`config.mk`:
```
export PLATFORM = sky130hd
export DESIGN_NAME = pipe_stage_buf
export DESIGN_NICKNAME = d
export VERILOG_FILES = /design/src/rtl/pipe_stage_buf_pkg.sv /design/src/rtl/pipe_stage_buf_sat_counter.sv /design/src/rtl/pipe_stage_buf.sv
export SDC_FILE = /design/constraint.sdc
export NUM_CORES = 1
export LEC_CHECK = 0
export BUFFER_PORTS_ARGS = -buffer_cell sky130_fd_sc_hd__buf_2
export CORE_ASPECT_RATIO = 0.8
export CORE_MARGIN = 2
export CORE_UTILIZATION = 55
export CTS_CLUSTER_DIAMETER = 120
export DETAILED_ROUTE_END_ITERATION = 10
export GPL_TIMING_DRIVEN = 1
export PLACE_DENSITY = 0.8
export SETUP_SLACK_MARGIN = 0.3
export SLEW_MARGIN = 10
export SYNTH_ARGS = -nofsm -noshare
export SYNTH_HDL_FRONTEND = slang
export SYNTH_HIERARCHICAL = 1
export SYNTH_SLANG_ARGS = --single-unit
export TNS_END_PERCENT = 20
```
`constraint.sdc`:
```
create_clock -name clock -period 3.2 [get_ports clock]
set_input_delay 0.48 -clock clock [delete_from_list [all_inputs] [get_ports clock]]
set_output_delay 0.48 -clock clock [all_outputs]
set_load 0.05 [all_outputs]
```
`src/rtl/pipe_stage_buf_pkg.sv`:
```
// Shared pipeline types: stage depth selector, stage register payloads and their bubbles.
package pipe_stage_buf_pkg;

  localparam int unsigned XLEN       = 32;
  localparam int unsigned REG_ADDR_W = 5;
  localparam int unsigned OCC_W      = 2;

  // Storage depth of a pipeline stage buffer.
  typedef enum int unsigned {
    PIPE_REG  = 1,
    PIPE_SKID = 2
  } pipe_depth_t;

  typedef enum logic [1:0] {
    NO_STORE   = 2'd0,
    STORE_BYTE = 2'd1,
    STORE_HALF = 2'd2,
    STORE_WORD = 2'd3
  } mem_store_type_t;

  typedef enum logic [1:0] {
    NORMAL = 2'd0,
    BRANCH = 2'd1,
    JUMP   = 2'd2,
    TRAP   = 2'd3
  } control_type_t;

  // Decode-stage register payload.
  typedef struct packed {
    logic [XLEN-1:0]       pc;
    logic [XLEN-1:0]       instr;
    logic [REG_ADDR_W-1:0] rd;
    logic                  write_enable;
    mem_store_type_t       mem_store_type;
    control_type_t         control_type;
  } ID_regs_t;

  // Execute-stage register payload.
  typedef struct packed {
    logic [XLEN-1:0]       pc;
    logic [XLEN-1:0]       alu_result;
    logic [XLEN-1:0]       store_data;
    logic [REG_ADDR_W-1:0] rd;
    logic                  write_enable;
    mem_store_type_t       mem_store_type;
    control_type_t         control_type;
  } EX_regs_t;

  // Bubbles are architecturally inert: no register write, no store, no redirect.
  localparam ID_regs_t ID_BUBBLE = '{
    pc:             '0,
    instr:          '0,
    rd:             '0,
    write_enable:   1'b0,
    mem_store_type: NO_STORE,
    control_type:   NORMAL
  };

  localparam EX_regs_t EX_BUBBLE = '{
    pc:             '0,
    alu_result:     '0,
    store_data:     '0,
    rd:             '0,
    write_enable:   1'b0,
    mem_store_type: NO_STORE,
    control_type:   NORMAL
  };

endpackage

```
`src/rtl/pipe_stage_buf_sat_counter.sv`:
```
// Saturating up-counter with synchronous clear taking priority over increment.
module pipe_stage_buf_sat_counter #(
  parameter int unsigned CNT_W = 16
) (
  input  logic             clock,
  input  logic             reset,
  input  logic             clear,
  input  logic             inc,
  output logic [CNT_W-1:0] value
);

  // Count up on inc, hold at all-ones, clear wins.
  always_ff @(posedge clock or negedge reset) begin
    if (!reset) begin
      value <= '0;
    end else if (clear) begin
      value <= '0;
    end else if (inc && (value != {CNT_W{1'b1}})) begin
      value <= value + CNT_W'(1);
    end
  end

endmodule

```
`src/rtl/pipe_stage_buf.sv`:
```
// Parametrised pipeline stage: plain register (DEPTH=1) or skid buffer (DEPTH=2)
// with valid/ready handshake, stall, flush and a saturating stall-cycle counter.
module pipe_stage_buf
  import pipe_stage_buf_pkg::*;
#(
  parameter int unsigned     WIDTH  = 64,
  parameter int unsigned     DEPTH  = 1,
  parameter logic [WIDTH-1:0] BUBBLE = '0,
  parameter int unsigned     CNT_W  = 16
) (
  input  logic             clock,
  input  logic             reset,
  input  logic             in_valid,
  output logic             in_ready,
  input  logic [WIDTH-1:0] in_data,
  output logic             out_valid,
  input  logic             out_ready,
  output logic [WIDTH-1:0] out_data,
  input  logic             stall,
  input  logic             flush,
  input  logic             cnt_clear,
  output logic [OCC_W-1:0] occupancy,
  output logic [CNT_W-1:0] stall_cycles
);

  localparam logic [1:0] OCC_EMPTY = 2'd0;
  localparam logic [1:0] OCC_TWO   = 2'd2;

  logic [1:0]       occ_q, occ_d;
  logic [WIDTH-1:0] head_q, head_d;
  logic [WIDTH-1:0] tail_q, tail_d;
  logic             not_empty;
  logic             push;
  logic             pop;
  logic             blocked;

  // Reject unsupported depths at elaboration.
  if ((DEPTH != 32'(PIPE_REG)) && (DEPTH != 32'(PIPE_SKID))) begin : g_bad_depth
    $error("pipe_stage_buf: DEPTH must be 1 or 2");
  end

  assign not_empty = (occ_q != OCC_EMPTY);
  assign out_valid = not_empty & ~stall;
  assign out_data  = not_empty ? head_q : BUBBLE;
  assign occupancy = occ_q;

  // Ready: the plain register passes downstream ready through; the skid buffer does not.
  if (DEPTH == 32'(PIPE_REG)) begin : g_reg_ready
    assign in_ready = ~stall & (~not_empty | out_ready);
  end else begin : g_skid_ready
    assign in_ready = ~stall & (occ_q != OCC_TWO);
  end

  assign push    = in_valid & in_ready & ~flush;
  assign pop     = out_valid & out_ready;
  assign blocked = not_empty & (stall | ~out_ready);

  // Next-state: pop shifts the tail forward, push writes the first free slot after the pop.
  always_comb begin
    occ_d  = occ_q;
    head_d = head_q;
    tail_d = tail_q;
    if (flush) begin
      occ_d = OCC_EMPTY;
    end else begin
      if (pop) begin
        head_d = tail_q;
        occ_d  = occ_d - 2'd1;
      end
      if (push) begin
        if (occ_d == OCC_EMPTY) begin
          head_d = in_data;
        end else begin
          tail_d = in_data;
        end
        occ_d = occ_d + 2'd1;
      end
    end
  end

  // Entry and occupancy registers.
  always_ff @(posedge clock or negedge reset) begin
    if (!reset) begin
      occ_q  <= OCC_EMPTY;
      head_q <= BUBBLE;
      tail_q <= BUBBLE;
    end else begin
      occ_q  <= occ_d;
      head_q <= head_d;
      tail_q <= tail_d;
    end
  end

  pipe_stage_buf_sat_counter #(
    .CNT_W (CNT_W)
  ) u_stall_cnt (
    .clock (clock),
    .reset (reset),
    .clear (cnt_clear),
    .inc   (blocked),
    .value (stall_cycles)
  );

endmodule

```
# After elaboration in Yosys (flattened, before gate mapping)
# Index checks and enable logic that the tools add are counted.
[op_classes]
add_sub_neg = 3
eq_ne = 1
mux = 10
n_bitwise = 13
reduce_logical = 5
[ops]
columns = ["op", "count"]
rows = [
  ["two-way mux 64 bit", 4],
  ["two-way mux 16 bit", 2],
  ["adder 16 x 1 -> 16 bit, second input constant", 1],
  ["!= test 16 bit, second input constant", 1],
  ["two-way mux 2 bit", 4],
  ["bitwise AND 1 bit", 6],
  ["NOT 1 bit", 5],
  ["nonzero test 2 bit", 2],
  ["AND reduction 3 bit", 1],
  ["adder 2 x 1 -> 2 bit, second input constant", 1],
  ["zero test 2 bit", 1],
  ["bitwise OR 1 bit", 2],
  ["subtractor 2 x 1 -> 2 bit, second input constant", 1],
  ["logical AND 1 bit", 1],
]
[word_totals]
reg_bits = 146
input_bits = 71
output_inout_bits = 84
wordCells = 36

# Longest topological paths before layout
# Gate-level depths: netlist (run 1).
[logic_depth]
ltp_word = 8
depth_mapped = 9
mapped_depth_nobuf = 7

# Modules after synthesis
# Netlist (run 1), hierarchy kept.
[modules_own_cells]
columns = ["mod", "instances", "cells_each", "area_each_um2", "seq_area_each_um2"]
rows = [
  ["pipe_stage_buf", 1, 440, 6662.6, 3253.1],
  ["pipe_stage_buf_sat_counter", 1, 98, 942.2, 400.4],
]

# Worst setup path before layout (run 1)
# OpenSTA, ideal clock, no wires.
[synth_path]
kind = "flip-flop to flip-flop"
from = "reg occ_q[0], in the netlist occupancy[0]"
to = "reg tail_q[10]"
setup_time_ps = 125
arrival_time_ps = 3017
required_ps = 3075
path_slack_ps = 58
path_stages_with_launch = 10
path_buffers = 2
synth_period_minus_slack_ps = 3142
cell_sequence = "dfrtp_1 -> inv_1 -> ha_1 -> nor3b_1 -> mux2_2 -> ha_1 -> or4_1 -> buf_2 -> buf_2 -> mux2_2"
[synth_via]
elab_chain_len = 8
word_cells_on_any_way = 14
cone_classes = "1 x add/sub; 2 x mux; 8 x bitwise; 3 x reduce/logical"
[synth_rtl]
columns = ["element", "line_no", "source"]
rows = [
  ["from (decl)", "pipe_stage_buf.sv:29", "logic [1:0] occ_q, occ_d;"],
  ["from (signal assigned)", "pipe_stage_buf.sv:84", "occ_q <= OCC_EMPTY;"],
  ["from (signal assigned)", "pipe_stage_buf.sv:88", "occ_q <= occ_d;"],
  ["nonzero test 2 bit", "pipe_stage_buf.sv:42", "assign not_empty = (occ_q != OCC_EMPTY);"],
  ["bitwise AND 1 bit", "pipe_stage_buf.sv:43", "assign out_valid = not_empty & ~stall;"],
  ["bitwise AND 1 bit", "pipe_stage_buf.sv:55", "assign pop = out_valid & out_ready;"],
  ["two-way mux 2 bit", "pipe_stage_buf.sv:66", "if (pop) begin"],
  ["two-way mux 2 bit", "pipe_stage_buf.sv:63", "if (flush) begin"],
  ["zero test 2 bit", "pipe_stage_buf.sv:71", "if (occ_d == OCC_EMPTY) begin"],
  ["NOT 1 bit (no line)", "n/a", ""],
  ["AND reduction 3 bit (no line) (*)", "n/a", ""],
  ["to (signal assigned)", "pipe_stage_buf.sv:90", "tail_q <= tail_d;"],
  ["to (decl)", "pipe_stage_buf.sv:31", "logic [WIDTH-1:0] tail_q, tail_d;"],
]
# Mark *: on every way between the ends. The rest lies on a longest branch, timed or not. The select of a mux whose other input is x is not followed.
# A chain may end at the register's enable or synchronous reset.

# Worst setup path in the final report (run 1)
[layout_path]
from = "reg occ_q[0], in the netlist occupancy[0]"
to = "reg tail_q[46]"
# Same word-level chain as after synthesis.

==> impl_metrics.toml, run 1 <==
[global_routing]
antenna_found_initial = 2
grt_remaining_overflow = 0
grt_max_degree = 70
grt_pass1_wl_um = 26000
track_usage_pct = 23.0
grt_pass1_vias = 5128

[logic_synthesis]
yosys-top-cells-count = "dfrtp_1 (146), mux2_4 (118), mux2_2 (74), nor2b_1 (68), buf_2 (15)"
ys_types = 39
yosysMostFrequentCell = "dfrtp_1"
synth_top_area_share_pct = 48.0
yosys_warnings = 6
synth_edf_count = 0
ys_ff_latch = 146
syn_nets = 612
synthTopCellsByArea = "dfrtp_1 (48%), mux2_4 (23%), mux2_2 (11%)"
ys.flop_type = "dfrtp_1"
avgSynthCellArea_um2 = 14.1
seq_area_frac_synth_pct = 48.0
async_flop_share_pct = 100
netlist_area_um2 = 7600
syn_inst = 538
yosysTopAreaCell = "dfrtp_1"

[sta]
period_share_pct = 87.6
rsz0062_at_grt = "false"
finalSetupViolations = 0
final-hold-violation-count = 0
max_freq_mhz = 357
tightestPinTransition_ps = 821
fin_setup_tns_ps = 0
maxSlewViolCount = 0
slew_headroom_pct = 44.9
min_period_ps = 2800
fin_skew_ps = 11.0
whs_ps = 8.77

[clocking]
clock-root-buffer = "clkbuf_16"
cts_made_buffers = 17
clk_latency_ps = 420
clockBufferDepth = 2
cts_tree = "built"
cts.clk_slew.worst_paths_ps = 60
cts_sinks = 146
post-cts-setup-buffers = 0
cts_max_level = 4
holdBufCountCts = 0

[run_status]
outcome = "completed"

[routing]
avgRoutedWirePerCell_um = 18.4
vias = 4805
drt_iter0_drc = 148
routed_wl_um = 16200
drc_errors = 0
firstDrtPassIters = 4
antenna_left = 0
via_per_inst = 5.45

[setup_path]
crit_type = "flip-flop to flip-flop"
reg2reg_depth = 8
r2r_start = "occupancy[0]"
cp-end-kind = "flip-flop"
path_max_fanout = 32
arrival_ps = 3110
critPathRequiredTime_ps = 3500
r2r_setup_slack_ps = 400
r2r_end = "tail_q[46]"
worst_setup_path_start_kind = "flip-flop"

[place]
dp_hpwl_um = 10200
gp_congestion = 0.810
io_buffers = 154

[flow_run]
cap_violations = 0

[die]
rows = 38
dieArea_um2 = 14800
io-pin-count = 155
start_util_pct = 56.1
die_x_um = 135
design.core.area_um2 = 13600
fp.dieH_um = 109

[finish]
fillCellCount = 973
drive_gt1_share_pct = 57.5
area_delta_synth_final_pct = 21.0
final_nets = 762

[min_path]
min_path_type = "input pin to asynchronous set/reset pin"

[power_and_ir_drop]
leakagePower_nw = 4.73
peakVddDrop_v = 0.000527
p_per_area_nw_per_um2 = 893
## logic make-up after synthesis
group	after synthesis	share of synthesized area, %
and+or+nand+nor	124	10.3
DFF	146	48.0
xor gates and xnor gates	1	0.115
adders and majority gates	3	0.494
AOI/OAI and AO/OA	27	2.24
buffers and inverters	39	3.65
muxes	198	35.1
## flip-flops by register name, summed over array words and instances (netlist names)
name / cells
head_q: 64
occupancy: 2
tail_q: 64
u_stall_cnt/value: 16
## placed cells by master, fill, tap and decap left out, types with 3 or more instances in the layout
cell type / n
a21oi_1: 13
buf_12: 5
buf_2: 153
bufinv_16: 4
clkbuf_1: 3
clkbuf_16: 17
clkbuf_8: 4
clkinvlp_4: 3
dfrtp_1: 144
inv_1: 6
mux2_1: 4
mux2_2: 74
mux2_4: 118
nand2_1: 7
nand3_1: 3
nand4_1: 6
nor2_1: 10
nor2b_1: 68
nor4_1: 4
o21ai_1: 3
o31ai_1: 8
or4_1: 5
## what timing repair did
| item | in CTS | in global routing |
|---|---|---|
| endpoints found under the setup margin | 64 | 17 |
| resized for setup | 3 | 2 |
| cloned | 1 | 0 |
## metal layers
metal | routed length, um | up-vias | global-route usage (%)
met5 | 0 | - | 0
met4 | 212 | 0 | 7.22
met3 | 1080 | 21 | 7.95
met2 | 7730 | 133 | 36.7
met1 | 7180 | 2438 | 29.7
li1 | - | 2213 | -
## through the flow
step           worst slack, ps  instance area (um^2)  instances  power, mW  utilization [%]
5_1_grt                    315                  9200        881       8.62             67.9
4_1_cts                    344                  9190        881       8.27             67.8
6_report                   395                  9200        882       8.21             67.9
3_5_place_dp               202                  8510        848       6.10             62.8
3_3_place_gp               327                  8510        848       5.93             62.8
2_1_floorplan              301                  7610        538       5.48                -
## how the worst max path moves through the flow
stage,from,endpoint,cells past startpoint,slack [ps]
2_1_floorplan,occupancy[0],tail_q[10],9,300
3_3_place_gp,occupancy[0],tail_q[30],7,330
3_5_place_dp,occupancy[0],tail_q[35],7,200
4_1_cts,occupancy[0],tail_q[47],8,340
5_1_grt,occupancy[0],tail_q[52],8,320
6_report,occupancy[0],tail_q[46],8,400
## power breakdown
part	switching, mW	internal (mW)
sequential	0.427	2.66
clock	0.743	1.36
combinational	1.34	1.68
total	2.51	5.70
## worst max-delay path, cell delays in order, from the launching register on
cell	delay (ps)
dfrtp_2	390
inv_1	60
ha_2	210
nor3b_4	230
mux2_2	380
ha_1	190
or4_4	570
bufbuf_16	350
mux2_2	290
## area by class of cell
| type | instances | area, um^2 | share of cell area, % |
|---|---|---|---|
| Antenna cell | 1 | 2.50 | 0.0272 |
| Multi-Input combinational cell | 353 | 3700 | 40.2 |
| Timing Repair Buffer | 164 | 966 | 10.5 |
| Clock inverter | 9 | 153 | 1.66 |
| Tap cell | 180 | 225 | 2.45 |
| Clock buffer | 23 | 478 | 5.19 |
| Sequential cell | 146 | 3660 | 39.7 |
| Inverter | 6 | 22.5 | 0.245 |
No activity file was read; power rests on OpenSTA's default activity.
==> inputs of run 2 (changes only) <==
Settings changed: CORE_UTILIZATION 55 to 54, SKIP_CTS_REPAIR_TIMING set to 1, SYNTH_HIERARCHICAL 1 to unset.
==> impl_metrics.toml, run 2 <==
[logic_synthesis]
async_flop_share_pct = 100
synth_top_area_share_pct = 52.6
syn_nets = 690
ys_types = 40
avgSynthCellArea_um2 = 11.3
synthTopCellsByArea = "dfrtp_1 (53%), mux2_2 (12%), mux2i_1 (8.4%)"
netlist_area_um2 = 6950
yosysMostFrequentCell = "dfrtp_1"
seq_area_frac_synth_pct = 52.6
yosysTopAreaCell = "dfrtp_1"
syn_inst = 616
yosys_warnings = 0
synth_edf_count = 0
yosys-top-cells-count = "dfrtp_1 (146), nor2b_1 (73), mux2_2 (72), nand2_1 (65), mux2i_1 (58)"
ys_ff_latch = 146
ys.flop_type = "dfrtp_1"

[clocking]
cts_sinks = 146
cts_max_level = 4
cts.clk_slew.worst_paths_ps = 60
clock-root-buffer = "clkbuf_16"
cts_made_buffers = 17
clockBufferDepth = 2
cts_tree = "built"
clk_latency_ps = 430

[setup_path]
arrival_ps = 3070
path_max_fanout = 55
slowest_stage = "dfrtp_2"
critPathRequiredTime_ps = 3510
cpPeakStageDelay_ps = 400
crit_family = "buffers and inverters"
crit_path_cell_trace = "inv_1 -> ha_2 -> buf_8 -> nor2_2 -> a21oi_1 -> nor2_1 -> ha_1 -> nor3_4 -> buf_12 -> mux2_2"
worst_setup_path_start_kind = "flip-flop"
crit_type = "flip-flop to flip-flop"
cp-end-kind = "flip-flop"
cp_num_buf_inv = 3

[routing]
highest_layer = "met4"
wl_met3_um = 987
wl_met1_um = 6870
via_per_inst = 5.45
dr_wl_met2_um = 7710
routed_wl_um = 15900
drc_errors = 0
vias = 5170
drt_iter0_drc = 349
avgRoutedWirePerCell_um = 16.7
antenna_left = 0
firstDrtPassIters = 5

[power_and_ir_drop]
pwr-share-seq_pct = 40.5
switching_power_mw = 2.75
swShare_pct = 36.1
combPwrFrac_pct = 33.2
leakagePower_nw = 3.73
clkPwrFrac_pct = 26.3
p_per_area_nw_per_um2 = 904
p_int_mw = 4.87
peakVddDrop_v = 0.000490

[sta]
worst_slack_ps = 440
tightestPinTransition_ps = 784
fin_skew_ps = 10.6
fin_setup_tns_ps = 0
finalSetupViolations = 0
period_share_pct = 86.3
final-hold-violation-count = 0
slew_headroom_pct = 47.8
rsz0062_at_grt = "true"
max_freq_mhz = 362
whs_ps = 104
min_period_ps = 2760
maxSlewViolCount = 0

[finish]
final_nets = 834
stdcell_area_um2 = 8430
area_delta_synth_final_pct = 21.2
layout_commonest_cell = "buf_2"
top_regs = "head_q (64), tail_q (64), u_stall_cnt.value (16)"
mostFrequentLayoutCells = "buf_2 (153), dfrtp_1 (144), nor2b_1 (73)"
drive_gt1_share_pct = 35.7
stdcell_count = 949

[place]
numPlacedInstances = 916
pre_cts_slack_ps = 291
gp_congestion = 0.851
io_buffers = 154
dp_hpwl_um = 10300
dpl_cell_area_um2 = 7820

[die]
dieArea_um2 = 13800
rows = 37
design.core.area_um2 = 12700
io-pin-count = 155
fp.dieH_um = 105
start_util_pct = 54.6
die_x_um = 131

[flow_run]
cap_violations = 0

[global_routing]
grt_pass1_vias = 5223
grt_max_degree = 86
grt_pass1_wl_um = 25400
grt_remaining_overflow = 0
track_usage_pct = 23.8
antenna_found_initial = 2

[run_status]
outcome = "completed"

[min_path]
min_path_type = "input pin to asynchronous set/reset pin"
run 2: cell types whose count changed after synthesis, moves of 6 or more:
cell      change
mux2_4      -118
nand2_1      +58
mux2i_1      +56
o21ai_1      +51
nor3_1       +14
nor2_1       +11
clkbuf_1     +10
nor4_1        +7
a21oi_1       -6
run 2: power by group through the flow:
stage	combinational, mW	sequential, mW	clock, mW
final	2.53	3.09	2.01
after global routing	2.73	3.17	2.12
after CTS	2.54	3.07	2.05
after detailed placement	2.53	3.09	0
after global placement	2.43	3.03	0
after floorplan	1.99	2.99	0
run 2: cells by family after synthesis:
| logic type | count (synthesis) | synth area share, % |
|---|---|---|
| AO/OA/AOI/OAI | 78 | 6.10 |
| XOR/XNOR | 2 | 0.252 |
| multiplexers | 130 | 20.0 |
| flip-flops | 146 | 52.6 |
| adder cells (fa/ha/maj) | 3 | 0.540 |
| buffers and inverters | 44 | 4.10 |
| AND/OR/NAND/NOR | 213 | 16.4 |
run 2: final timing paths:
check | from | endpoint | slack (ps) | cells past startpoint
max | occupancy[0] | tail_q[9] | 440 | 10
min | reset | u_stall_cnt.value[14] | 100 | 1
max reg2reg | occupancy[0] | tail_q[9] | 440 | 10
min reg2reg | tail_q[42] | tail_q[42] | 510 | 1
max in group asynchronous | reset | tail_q[38] | 2310 | 2
min in group clock | in_data[27] | head_q[27] | 270 | 3
run 2: per-stage QoR:
| step | total power, mW | util [%] |
|---|---|---|
| CTS | 7.66 | 66.1 |
| detailed placement | 5.63 | 61.4 |
| global placement | 5.46 | 61.4 |
| global route | 8.02 | 66.2 |
| floorplan | 4.97 | - |
| finish | 7.62 | 66.2 |
run 2: routing by layer:
metal	vias to the layer above	global-route usage, %
met5	-	0
met4	0	9.12
met3	20	7.26
met2	164	38.1
met1	2557	30.5
li1	2429	-
run 2: cell type report:
type,instances,area [um^2]
antenna,1,2.50
clock buffer,19,433
clock inverter,13,161
fill,997,4310
inverter,4,15.0
multi-input combinational,426,3020
sequential,146,3660
tap,175,219
timing repair buffer,165,917
==> inputs of run 3 (changes only) <==
==> constraint.sdc (replaced) <==
create_clock -name clock -period 3.2 [get_ports clock]
set_input_delay 0.48 -clock clock [delete_from_list [all_inputs] [get_ports clock]]
set_output_delay 0.48 -clock clock [all_outputs]
set_load 0.1 [all_outputs]
==> impl_metrics.toml, run 3 (synthesis gave the netlist of run 2 again) <==
[die]
dieArea_um2 = 13800
io-pin-count = 155
die_x_um = 131
rows = 37
fp.dieH_um = 105
start_util_pct = 54.6
design.core.area_um2 = 12700

[clocking]
clock-root-buffer = "clkbuf_16"
cts_sinks = 146
cts_made_buffers = 17
cts_tree = "built"
cts_max_level = 4
clk_latency_ps = 420
cts.clk_slew.worst_paths_ps = 60
clockBufferDepth = 2

[setup_path]
worst_setup_path_start_kind = "flip-flop"
arrival_ps = 2310
cpPeakStageDelay_ps = 470
path_max_fanout = 29
cp_num_buf_inv = 3
slowest_stage = "dfrtp_4"
crit_type = "flip-flop to output port"
critPathRequiredTime_ps = 2720
crit_path_cell_trace = "inv_1 -> ha_4 -> buf_4 -> o21ba_2 -> buf_2"
crit_family = "buffers and inverters"
cp-end-kind = "output port"

[place]
dp_hpwl_um = 10700
io_buffers = 154
numPlacedInstances = 916
pre_cts_slack_ps = 434
gp_congestion = 0.883

[global_routing]
grt_max_degree = 86
track_usage_pct = 24.3
grt_pass1_wl_um = 26000
antenna_found_initial = 2
grt_remaining_overflow = 0
grt_pass1_vias = 5237

[power_and_ir_drop]
switching_power_mw = 3.54
swShare_pct = 41.9
clkPwrFrac_pct = 22.9
leakagePower_nw = 3.77
peakVddDrop_v = 0.000585
pwr-share-seq_pct = 36.6
combPwrFrac_pct = 40.5
p_int_mw = 4.92
power.total_mw = 8.46
p_per_area_nw_per_um2 = 989

[routing]
via_per_inst = 5.40
drc_errors = 0
drt_iter0_drc = 337
routed_wl_um = 16000
firstDrtPassIters = 5
vias = 5122
antenna_left = 0
avgRoutedWirePerCell_um = 16.9

[sta]
min_period_ps = 2790
max_freq_mhz = 358
final-hold-violation-count = 0
whs_ps = 98.0
fin_setup_tns_ps = 0
finalSetupViolations = 0
worst_slack_ps = 409
slew_headroom_pct = 47.5
tightestPinTransition_ps = 787
rsz0062_at_grt = "false"
maxSlewViolCount = 0
period_share_pct = 87.2
fin_skew_ps = 6.45

[run_status]
outcome = "completed"

[flow_run]
cap_violations = 0

[finish]
top_regs = "head_q (64), tail_q (64), u_stall_cnt.value (16)"
stdcell_count = 949
layout_commonest_cell = "buf_2"
drive_gt1_share_pct = 40.6
mostFrequentLayoutCells = "buf_2 (153), dfrtp_1 (144), mux2_2 (72)"
final_nets = 834
area_delta_synth_final_pct = 23.1

[min_path]
min_path_type = "input pin to asynchronous set/reset pin"
## run 3: changes by cell type in the layout (fill, tap and decap cells not counted), sizes merged
cell,previous run,this run
clkinv,5,1
inv,5,4
bufinv,3,1
clkinvlp,4,1
clkbuf,19,29
## run 3: layout make-up
cell class | instances | area [um^2]
clock inverters | 3 | 42.5
diodes | 1 | 2.50
inverters | 4 | 15.0
well taps | 175 | 219
multi-input cells | 426 | 3140
fillers | 966 | 4170
flip-flops and latches | 146 | 3660
clock buffers | 29 | 541
repair buffers | 165 | 938
## run 3: per-layer routing
layer | global-route usage, % | vias to the layer above | part of all wire, %
li1 | - | 2429 | -
met3 | 7.41 | 23 | 6.4
met2 | 39.6 | 146 | 50
met4 | 9.42 | 0 | 2.0
met1 | 30.5 | 2524 | 42
met5 | 0 | - | 0
## run 3: per-stage QoR
| step | utilization (%) | instance area (um^2) |
|---|---|---|
| floorplan | - | 7080 |
| CTS | 67.2 | 8550 |
| detailed placement | 62.6 | 7970 |
| global placement | 62.6 | 7970 |
| global route | 67.2 | 8560 |
| finish | 67.2 | 8560 |
## run 3: worst reg2reg max path, delay by kind of cell (launching register included)
family                     cells  cell delay [ps]
xor gates and xnor gates       1              290
DFF                            1              400
adders and majority gates      2              480
and+or+nand+nor                4             1180
buffers and inverters          2              300
## run 3: worst paths after layout
path,start,endpoint,slack [ps],cells past startpoint
setup / recovery,occupancy[0],in_ready,410,5
hold / removal,reset,u_stall_cnt.value[14],100,1
setup reg to reg,occupancy[0],head_q[47],470,9
hold reg to reg,tail_q[51],tail_q[51],500,1
max in group asynchronous,reset,head_q[29],2310,2
min in group clock,in_data[5],head_q[5],280,3
## run 3: power by group through the flow
stage               logic [mW]  registers [mW]  clock network (mW)
CTS                       3.45            3.09                1.97
finish                    3.43            3.09                1.94
floorplan                 2.85            3.02                   0
global placement          3.33            3.05                   0
global route              3.63            3.19                2.06
detailed placement        3.44            3.11                   0
